===== src/rtl/mac_serial2d_pkg.sv =====
// Shared widths, mode codes and mode decode for the nibble-serial MAC.
package mac_serial2d_pkg;

  localparam int NIBBLE_W = 4;
  localparam int PP_W     = 9;
  localparam int PROD_W   = 17;
  localparam int ACC_W    = 20;

  localparam logic [2:0] MODE_A8W8 = 3'b000;
  localparam logic [2:0] MODE_A8W4 = 3'b001;
  localparam logic [2:0] MODE_A4W4 = 3'b111;

  typedef enum logic [1:0] {
    PREC_A8W8,
    PREC_A8W4,
    PREC_A4W4
  } prec_e;

  // Unlisted mode codes fall back to full 8x8 precision.
  function automatic prec_e decode_mode(input logic [2:0] m);
    prec_e p;
    case (m)
      MODE_A8W4: p = PREC_A8W4;
      MODE_A4W4: p = PREC_A4W4;
      default:   p = PREC_A8W8;
    endcase
    return p;
  endfunction

endpackage


===== src/rtl/mac_nibble_mult.sv =====
// 4-bit unsigned activation nibble times 4-bit weight nibble (signed or unsigned) -> 9-bit signed.
// Purely combinational.
module mac_nibble_mult
  import mac_serial2d_pkg::*;
(
  input  logic [NIBBLE_W-1:0] i_a_nib,
  input  logic [NIBBLE_W-1:0] i_w_nib,
  input  logic                i_w_signed,
  output logic [PP_W-1:0]     o_pp
);

  logic signed [PP_W-1:0] w_a_ext;
  logic signed [PP_W-1:0] w_w_ext;
  logic signed [PP_W-1:0] w_prod;

  assign w_a_ext = {{(PP_W-NIBBLE_W){1'b0}}, i_a_nib};
  assign w_w_ext = {{(PP_W-NIBBLE_W){i_w_signed & i_w_nib[NIBBLE_W-1]}}, i_w_nib};

  // Range is -120..225, so the 9-bit truncated product is exact.
  assign w_prod = w_a_ext * w_w_ext;
  assign o_pp   = w_prod;

endmodule


===== src/rtl/mac_serial2d.sv =====
// Nibble-serial multiply-accumulate: one 4x4 partial product per cycle, shifted into a
// 17-bit product register and folded into a 20-bit wrapping accumulator on rst_mult.
module mac_serial2d
  import mac_serial2d_pkg::*;
(
  input  logic             clk,
  input  logic             rst_n,
  input  logic [2:0]       mode,
  input  logic             rst_mult,
  input  logic             shift_ctr,
  input  logic             sign_ctr,
  input  logic             a_sel,
  input  logic             w_sel,
  input  logic [7:0]       a,
  input  logic [7:0]       w,
  output logic [ACC_W-1:0] z
);

  logic [NIBBLE_W-1:0] w_a_nib;
  logic [NIBBLE_W-1:0] w_w_nib;
  logic [PP_W-1:0]     w_pp;
  logic [PROD_W-1:0]   w_pp_ext;
  logic [PROD_W-1:0]   w_pp_sh;
  logic [ACC_W-1:0]    w_p_ext;
  prec_e               w_prec;
  logic                w_pa;
  logic                w_pw;
  logic [1:0]          w_shamt;

  logic [PROD_W-1:0]   r_p;
  logic [ACC_W-1:0]    r_acc;

  assign w_a_nib = a_sel ? a[7:4] : a[3:0];
  assign w_w_nib = w_sel ? w[7:4] : w[3:0];

  mac_nibble_mult u_mult (
    .i_a_nib    (w_a_nib),
    .i_w_nib    (w_w_nib),
    .i_w_signed (sign_ctr),
    .o_pp       (w_pp)
  );

  // Positions are forced high in reduced-precision modes so results land at the top.
  assign w_prec  = decode_mode(mode);
  assign w_pa    = (w_prec == PREC_A4W4) ? 1'b1 : a_sel;
  assign w_pw    = (w_prec != PREC_A8W8) ? 1'b1 : w_sel;
  assign w_shamt = {1'b0, w_pa} + {1'b0, w_pw};

  assign w_pp_ext = {{(PROD_W-PP_W){w_pp[PP_W-1]}}, w_pp};

  always_comb begin
    w_pp_sh = w_pp_ext;
    case (w_shamt)
      2'd1:    w_pp_sh = w_pp_ext << 4;
      2'd2:    w_pp_sh = w_pp_ext << 8;
      default: w_pp_sh = w_pp_ext;
    endcase
  end

  always_ff @(posedge clk) begin
    if (!rst_n) begin
      r_p   <= '0;
      r_acc <= '0;
    end else if (!shift_ctr) begin
      if (rst_mult) begin
        r_acc <= r_acc + w_p_ext;
        r_p   <= w_pp_sh;
      end else begin
        r_p   <= r_p + w_pp_sh;
      end
    end
  end

  assign w_p_ext = {{(ACC_W-PROD_W){r_p[PROD_W-1]}}, r_p};
  assign z       = r_acc + w_p_ext;

endmodule


===== config.mk =====
export PLATFORM = sky130hd
export DESIGN_NAME = mac_serial2d
export DESIGN_NICKNAME = d
export VERILOG_FILES = /design/src/rtl/mac_serial2d_pkg.sv /design/src/rtl/mac_nibble_mult.sv /design/src/rtl/mac_serial2d.sv
export SDC_FILE = /design/constraint.sdc
export NUM_CORES = 1
export LEC_CHECK = 0
export ABC_AREA = 1
export CAP_MARGIN = 5
export CELL_PAD_IN_SITES_DETAIL_PLACEMENT = 0
export CELL_PAD_IN_SITES_GLOBAL_PLACEMENT = 1
export CORE_UTILIZATION = 50
export DETAILED_ROUTE_END_ITERATION = 8
export DONT_BUFFER_PORTS = 1
export PLACE_DENSITY = 0.85
export SLEW_MARGIN = 20
export SYNTH_ARGS = -nofsm -noshare
export SYNTH_HDL_FRONTEND = slang
export SYNTH_SLANG_ARGS = --single-unit

===== constraint.sdc =====
create_clock -name clk -period 9.85 [get_ports clk]
set_clock_uncertainty 0.05 [all_clocks]
set_input_delay 2.955 -clock clk [delete_from_list [all_inputs] [get_ports clk]]
set_output_delay 2.955 -clock clk [all_outputs]
set_load 0.1 [all_outputs]

---- Word level (Yosys, flattened, before mapping) ----
Index checks and enable logic that the tools add are counted.
storage, ports and cells
  bits of input ports ..................... 26
  RAM bits ................................ 0
  bits in latches ......................... 0
  bits in read-only memories .............. 0
  word-level logic and storage cells ...... 22
  bits in registers ....................... 37
  output and inout port bits .............. 20
  memories ................................ 0
cells by class
  $add $sub $neg .......................... 3
  equal/unequal tests ..................... 5
  multiplexer cells ....................... 7
  order comparisons ....................... 0
  reduce and logical (&&, ||, !) cells .... 2
  div/mod/pow operators ................... 0
  shifts and indexed selects .............. 0
  bitwise logic cells ..................... 2
  multiply operators ...................... 1
operators with widths
  operator                                                                number
  16-bit case mux with 2 select lines                                     1
  20-bit adder                                                            1
  17-bit adder                                                            1
  17-bit 2-to-1 mux                                                       1
  5-bit by 5-bit multiplier with 9-bit output                             1
  4-bit 2-to-1 mux                                                        2
  2-bit equality test (second input constant)                             2
  2-bit case mux with 2 select lines                                      1
  3-bit by 1-bit equality test with 1-bit output (second input constant)  1
  3-bit equality test (second input constant)                             1
  1-bit by 1-bit adder with 2-bit output                                  1
  2-bit by 1-bit equality test with 1-bit output (second input constant)  1
  1-bit 2-to-1 mux                                                        2
  2-bit AND reduction                                                     1
  2-bit nonzero test                                                      1
  1-bit AND                                                               1
  1-bit NOT                                                               1

---- Logic depth before layout (Yosys ltp) ----
Gate-level depths: netlist of the first run.
  depth after elaboration ................. 9
  mapped depth ............................ 35
  depth with buffers taken out ............ 34

---- Modules after synthesis ----
Synthesis of the first run repeated with hierarchy kept, for this count alone.
second synthesis, totals
  cell total of the unflattened synthesis .. 824
  area, all modules ....................... 4794.6 µm²
by module, submodules not included
  module           cells an instance  seq. area each (µm²)  times used  area each (µm²)
  mac_serial2d     711                740.7                 1           4038.9
  mac_nibble_mult  113                0.0                   1           755.7

---- Least setup slack after synthesis of the first run ----
OpenSTA, ideal clock, no wires.
  path kind ............................... input to register
  from .................................... in w_sel
  to ...................................... reg r_p[15]
  arrival ................................. 7.297 ns
  path buffers ............................ 1
  setup slack ............................. 2.376 ns
  required time ........................... 9.672 ns
  setup time .............................. 0.128 ns
  stages on the path ...................... 31
  cells stage by stage .................... buf_6 inv_4 or2_2 o21ai_0 or2_2 fa_1 fa_1 fa_1 inv_1 ha_1 nand2_1 nand2_1 nand2_1 nand2_1 nor2_2 nand2_4 nand2_4 nand2_8 o21ai_2 inv_2 ha_1 nand2_1 inv_1 a21oi_1 nor2_1 nor2_1 nand3b_1 nand3_1 nand2_1 nor2_1 nor2_1
on the way
  cells in the longest elaborated chain, start to end .. 6
  elaborated cells on any way between the ends .. 10
  classes of those cells .................. add/sub: 2; mul: 1; eq/ne: 2; mux: 4; bitwise: 1
RTL lines
  item                                                                 line                                       RTL
  start: declaration                                                   mac_serial2d.sv:13                         input logic w_sel,
  4-bit 2-to-1 mux or 1-bit 2-to-1 mux (tied branches)                 mac_serial2d.sv:34, mac_serial2d.sv:46
  1-bit AND or 1-bit by 1-bit adder with 2-bit output (tied branches)  mac_nibble_mult.sv:17, mac_serial2d.sv:47
  5-bit by 5-bit multiplier with 9-bit output (tied with other cells)  mac_nibble_mult.sv:20                      assign w_prod = w_a_ext * w_w_ext;
  16-bit case mux with 2 select lines *                                mac_serial2d.sv:53                         case (w_shamt)
  17-bit adder                                                         mac_serial2d.sv:69                         r_p <= r_p + w_pp_sh;
  17-bit 2-to-1 mux *                                                  mac_serial2d.sv:65                         if (rst_mult) begin
  end signal: assignment                                               mac_serial2d.sv:67                         r_p <= w_pp_sh;
  end signal: assignment                                               mac_serial2d.sv:69
  end: declaration                                                     mac_serial2d.sv:30                         logic [PROD_W-1:0] r_p;
Mark *: on every way between the ends. The rest lies on a longest branch, timed or not.
A chain may end at the register's enable or synchronous reset.

---- Worst setup path after layout of the first run ----
  from .................................... in w_sel
  to ...................................... reg r_p[16]
on the way
  cells in the longest elaborated chain, start to end .. 6
  elaborated cells on any way between the ends .. 10
  classes of those cells .................. add/sub: 2; mul: 1; eq/ne: 2; mux: 4; bitwise: 1
RTL lines
  item                                                                 line
  4-bit 2-to-1 mux or 1-bit 2-to-1 mux (tied branches)                 mac_serial2d.sv:34, mac_serial2d.sv:46
  1-bit AND or 1-bit by 1-bit adder with 2-bit output (tied branches)  mac_nibble_mult.sv:17, mac_serial2d.sv:47
  5-bit by 5-bit multiplier with 9-bit output (tied with other cells)  mac_nibble_mult.sv:20
  16-bit case mux with 2 select lines                                  mac_serial2d.sv:53
  17-bit adder                                                         mac_serial2d.sv:69
  17-bit 2-to-1 mux *                                                  mac_serial2d.sv:65
Marked as above.

==> impl_metrics.csv, run 1 <==
group,metric,value,unit
clock_network,root_buffer,"clkbuf_8",
cells_and_area,n_fill_cell,993,
sta,setup_viol,0,
sta,tightest_slew,0.979,ns
yosys,synthCells,795,
clock_network,postCtsResizedCells,0,
yosys,synthArstFlopShare,0,
sta,timing.slew.headroom,0.345,
die,dieArea,10100,um^2
clock_network,clkSlewWorstSetupHoldPaths,0.08,ns
die,boundaryPins,46,
clock_network,cts_tree,"done",
clock_network,cts_max_level,2,
grt,grt-ovfl-total,0,
power_and_ir_drop,leakagePower,3.01,nW
cells_and_area,diodes,0,
clock_network,clk_latency,0.30,ns
power_and_ir_drop,swShare,0.538,
cells_and_area,multiInputGateArea,3580,um^2
cells_and_area,area_growth,7.38,%
cells_and_area,regArea,741,um^2
setup_path,crit_fanout,7,
min_path,min_path_type,"reg -> reg",
placement,port_buffers,0,
yosys,syn_nets,886,
cells_and_area,fin_nets,891,
sta,setup_tns,0,ns
die,die_y,101,um
sta,period_minus_slack,7.55,ns
sta,rsz0062_at_grt,"no",
grt,antenna_found_initial,0,
yosys,ys_seq_area_frac,0.152,
power_and_ir_drop,switching_power,0.443,mW
routing,first_pass_iters,5,
yosys,ys_seq_elements,37,
die,start_util,0.521,
routing,drtAntennaViolNets,0,
cells_and_area,final_util,0.560,
power_and_ir_drop,power,0.822,mW
routing,drt_iter0_drc,227,
die,fp.dieW,101,um
setup_path,critPathMostFrequentCell,"nand2_1",
power_and_ir_drop,seqPwrFrac,0.218,
sta,hold_violations,0,
setup_path,setup.worst_path.start_class,"primary input",
yosys,synth-warning-count,0,
cells_and_area,drive_gt1_frac,0.0949,
power_and_ir_drop,power_frac_clock,0.169,
sta,finalCritPeriodShare,0.766,
run,maxCapViolCount,0,
yosys,netlist_area,4860,um^2
die,rows,35,
sta,max_freq,132,MHz
routing,routed-via-count,4863,
power_and_ir_drop,max-vdd-ir-drop,89.0,uV
cells_and_area,layout_common_cells,"nand2_1 (199), inv_1 (137), nor2_1 (97)",
clock_network,postCtsHoldBufs,0,
yosys,synth_cell_types,48,
setup_path,cpMaxStageDelayCell,"fa_1",
die,core_area,9330,um^2
clock_network,post_cts_buffers,0,
cells_and_area,final_common_cell,"nand2_1",
grt,grt_start_max_net_pins,42,
setup_path,required,9.97,ns
sta,final_max_slew_viol_count,0,
power_and_ir_drop,power_frac_comb,0.613,
power_and_ir_drop,p_int,0.380,mW
grt,groute.usage.overall,0.287,
yosys,synth_edf_count,0,
placement,place.gp.congestion,1.01,
routing,vias_per_cell,5.23,
setup_path,slowest_delay,0.54,ns
setup_path,worstPathArrival,7.67,ns
grt,grt_first_pass_wirelength,22600,um
routing,drc,0,
setup_path,path_class,"in -> reg",
run_status,outcome,"completed",
yosys,syn_avg_cell_area,6.12,um^2
clock_network,clk_path_buf_depth,2,
power_and_ir_drop,powerDensity,157,nW/um^2
routing,drt-wirelength-per-cell,14.6,um
routing,totalWireLength,13600,um
clock_network,clock_sinks,37,
clock_network,numCtsBuffers,5,
grt,grt_pass1_vias,4683,
yosys,ys.flop_type,"dfxtp_1",
placement,hpwl,11200,um
setup_path,end_kind,"flop",
## final timing paths
| check | startpoint | to | slack [ns] | cells past startpoint |
|---|---|---|---|---|
| worst max-delay path | w_sel | r_p[16] | 2.30 | 25 |
| worst min-delay path | r_acc[0] | r_acc[0] | 0.48 | 2 |
| worst max register to register | r_p[0] | r_acc[14] | 6.89 | 13 |
| worst min register to register | r_acc[0] | r_acc[0] | 0.48 | 2 |
## sequential cells by signal, summed over array words and instances (netlist names)
signal	cells
r_p	17
r_acc	20
## area by class of cell
cell class / instances / share of cell area
Clock buffer: 5 / 0.0132
Multi-Input combinational cell: 602 / 0.686
Inverter: 143 / 0.103
Clock inverter: 3 / 0.00886
Tap cell: 129 / 0.0309
Sequential cell: 37 / 0.142
Timing Repair Buffer: 11 / 0.0158
## layer usage
layer,part of all wire,track usage
met5,0,0
met2,0.44,0.468
met3,0.059,0.0430
met4,0.015,0.0669
met1,0.49,0.399
## power groups by stage
| stage | Combinational [mW] | Sequential, mW | Clock, mW |
|---|---|---|---|
| global placement | 0.495 | 0.183 | 0 |
| detailed placement | 0.500 | 0.183 | 0 |
| floorplan | 0.407 | 0.175 | 0 |
| global route | 0.557 | 0.180 | 0.147 |
| finish | 0.504 | 0.179 | 0.139 |
| CTS | 0.502 | 0.179 | 0.141 |
## critical path: cells and delay by family
| kind | cells | cell delay (ns) |
|---|---|---|
| adder cells (fa/ha/maj) | 5 | 2.33 |
| AND/OR/NAND/NOR | 12 | 1.36 |
| AO/OA/AOI/OAI | 4 | 0.74 |
| buffers and inverters | 4 | 0.28 |
## stage by stage
step           setup WS (ns)  hold WS, ns  cells  instance area, um^2
3_5_place_dp            2.01        0.456    922                 5110
6_report                2.30        0.479    930                 5220
4_1_cts                 2.32        0.480    930                 5220
2_1_floorplan           2.38        0.429    795                 4860
3_3_place_gp            2.08        0.448    922                 5110
5_1_grt                 1.96        0.513    930                 5220
## cells in the mapped netlist, types with 2 or more instances
master,number,area [um^2]
a21oi_1,43,215
ha_1,56,701
o21ai_2,3,26.3
xnor2_1,4,35.0
mux2i_1,3,30.0
xor2_1,12,105
and3_1,2,12.5
or2_2,6,37.5
nand3b_1,6,45.0
fa_1,9,180
o21a_1,3,22.5
o22ai_1,6,37.5
nand2_4,7,78.8
nand3_2,2,20.0
o21ai_1,8,40.0
inv_2,5,18.8
o21bai_1,5,37.5
inv_1,137,514
nand2_1,199,747
buf_2,2,10.0
nand2_2,10,62.6
dfxtp_1,37,741
nor3_1,6,30.0
nand3_4,2,35.0
buf_4,3,22.5
nor2_2,5,31.3
o21ai_0,24,120
nand3_1,56,280
clkbuf_1,6,22.5
nand4_1,9,56.3
a22oi_1,3,22.5
a21oi_2,3,26.3
nor2_1,98,368
## logic make-up (layout without fill, tap and decap cells)
group,after synthesis,after routing,synth area share
xor gates and xnor gates,16,16,0.0288
AOI/OAI and AO/OA,106,106,0.127
muxes,3,3,0.00617
adders and majority gates,65,65,0.181
buffers and inverters,156,162,0.125
and+or+nand+nor,412,412,0.379
DFF,37,37,0.152
(Power assumes the default switching activity.)
==> inputs of run 2 (changes only) <==
- CORE_UTILIZATION: 50 -> 46
- PLACE_DENSITY: 0.85 -> 0.79
- clock period: 9.85 -> 7.15 ns (I/O delays scaled with it)
==> run 2 against run 1 <==
Register-to-register slack got worse by 2.8 ns. Clock power is 45% higher. Clock-buffer cell count is 2 higher. Total power up 39%. Global-route usage shrank 3.2 points. Critical path depth rose by 5. Die area up 8.5%. Flip-flop and latch count is the same. Routed wire length rose by 0.98%.
==> impl_metrics.csv, run 2 (same netlist as run 1, synthesis figures left out) <==
group,metric,value,unit
clock_network,clk_latency,0.31,ns
run,maxCapViolCount,0,
cells_and_area,area_growth,7.59,%
setup_path,worst-path-buf-inv,4,
run_status,outcome,"completed",
routing,vias_per_cell,5.19,
routing,first_pass_iters,5,
setup_path,required,7.27,ns
die,fp.dieW,105,um
clock_network,postCtsResizedCells,0,
routing,drt_iter0_drc,265,
setup_path,slowest_delay,0.52,ns
die,rows,37,
cells_and_area,drive_gt1_frac,0.0936,
clock_network,clkSlewWorstSetupHoldPaths,0.09,ns
clock_network,post_cts_buffers,0,
setup_path,crit_fanout,9,
sta,finalCritPeriodShare,0.943,
die,dieArea,11000,um^2
placement,port_buffers,0,
min_path,min_path_type,"reg -> reg",
routing,routed-via-count,4867,
sta,setup_tns,0,ns
clock_network,cts_tree,"done",
setup_path,worstPathArrival,6.87,ns
die,start_util,0.473,
setup_path,worst_r2r_path_depth,13,
clock_network,clock_sinks,37,
cells_and_area,final_common_cell,"nand2_1",
cells_and_area,regArea,741,um^2
power_and_ir_drop,powerDensity,218,nW/um^2
cells_and_area,largest_reg_flops,20,
sta,tightest_slew,0.978,ns
setup_path,worst-path-stages,30,
placement,place.gp.congestion,0.940,
placement,hpwl,11100,um
clock_network,clk_path_buf_depth,2,
routing,drt-wirelength-per-cell,14.7,um
setup_path,critPathMostFrequentCell,"nand2_1",
clock_network,root_buffer,"clkbuf_8",
cells_and_area,multiInputGateArea,3580,um^2
sta,timing.slew.headroom,0.347,
grt,grt_start_max_net_pins,42,
power_and_ir_drop,leakagePower,3.02,nW
grt,groute.usage.overall,0.255,
cells_and_area,diodes,0,
cells_and_area,top_register,"r_acc",
routing,drtAntennaViolNets,0,
setup_path,path_class,"in -> reg",
cells_and_area,n_fill_cell,1094,
setup_path,end_kind,"flop",
die,core_area,10300,um^2
power_and_ir_drop,max-vdd-ir-drop,116,uV
cells_and_area,layout_common_cells,"nand2_1 (199), inv_1 (137), nor2_1 (97)",
routing,totalWireLength,13700,um
placement,place_area,5120,um^2
die,boundaryPins,46,
routing,drc,0,
sta,holdWs,0.494,ns
die,die_y,105,um
sta,period_minus_slack,6.74,ns
sta,final_max_slew_viol_count,0,
cells_and_area,top_regs,"r_acc (20), r_p (17)",
clock_network,numCtsBuffers,5,
grt,grt_first_pass_wirelength,22300,um
min_path,worstHoldPathCells,2,
grt,grt_pass1_vias,4696,
sta,setup_viol,0,
setup_path,crit_family,"adder cells",
setup_path,setup.worst_path.start_class,"primary input",
sta,hold_violations,0,
setup_path,cpMaxStageDelayCell,"fa_1",
cells_and_area,fin_nets,891,
grt,antenna_found_initial,0,
clock_network,postCtsHoldBufs,0,
sta,max_freq,148,MHz
cells_and_area,fin_area,5230,um^2
sta,rsz0062_at_grt,"no",
grt,grt-ovfl-total,0,
clock_network,cts_max_level,2,
==> run 2: changes by cell type in the layout (fill, tap and decap cells not counted), sizes merged <==
cell      change
clkbuf        +2
clkinv        -1
clkinvlp      -1
==> run 2: through the flow <==
step / power (mW) / worst slack (ns) / instances / utilization
floorplan: 0.802 / 0.486 / 795 / -
global placement: 0.932 / 0.218 / 929 / 0.498
detailed placement: 0.937 / 0.118 / 929 / 0.498
CTS: 1.14 / 0.420 / 937 / 0.509
global route: 1.22 / 0.0400 / 937 / 0.509
finish: 1.14 / 0.406 / 937 / 0.509
==> run 2: cell type report <==
cell class,instances,area share
clock buffers,7,0.0165
multi-input cells,602,0.685
repair buffers,11,0.0158
clock inverters,1,0.00574
inverters,143,0.103
flip-flops and latches,37,0.142
well taps,136,0.0325
==> run 2: routing by layer <==
| metal | up-vias | wire [um] | GRT usage |
|---|---|---|---|
| met1 | 2196 | 6490 | 0.329 |
| met3 | 28 | 675 | 0.0480 |
| met4 | 0 | 399 | 0.0865 |
| met2 | 120 | 6180 | 0.427 |
| met5 | - | 0 | 0 |
| li1 | 2523 | - | - |
==> run 2: path summary, 6_finish.rpt <==
path	slack [ns]	startpoint	endpoint
worst max-delay path	0.41	w_sel	r_p[15]
worst min-delay path	0.49	r_acc[0]	r_acc[0]
worst max register to register	4.12	r_p[0]	r_acc[14]
worst min register to register	0.49	r_acc[0]	r_acc[0]
==> run 2: worst register-to-register path: stages, from the launching register on <==
cell and delay (ns):
dfxtp_1 0.41, ha_1 0.22, inv_1 0.07, fa_1 0.43, inv_1 0.14, nand3_1 0.08
nand2_1 0.13, nand2_1 0.08, nand2_2 0.12, nand3b_1 0.13, nand3_1 0.11, nand2_1 0.57
o21ai_1 0.33, inv_1 0.05
==> run 2: power breakdown <==
group | leakage [nW] | switching, mW | internal, mW
combinational | 2.65 | 0.501 | 0.194
sequential | 0.304 | 0.0210 | 0.225
clock | 0.0585 | 0.0873 | 0.114
total | 3.02 | 0.609 | 0.533
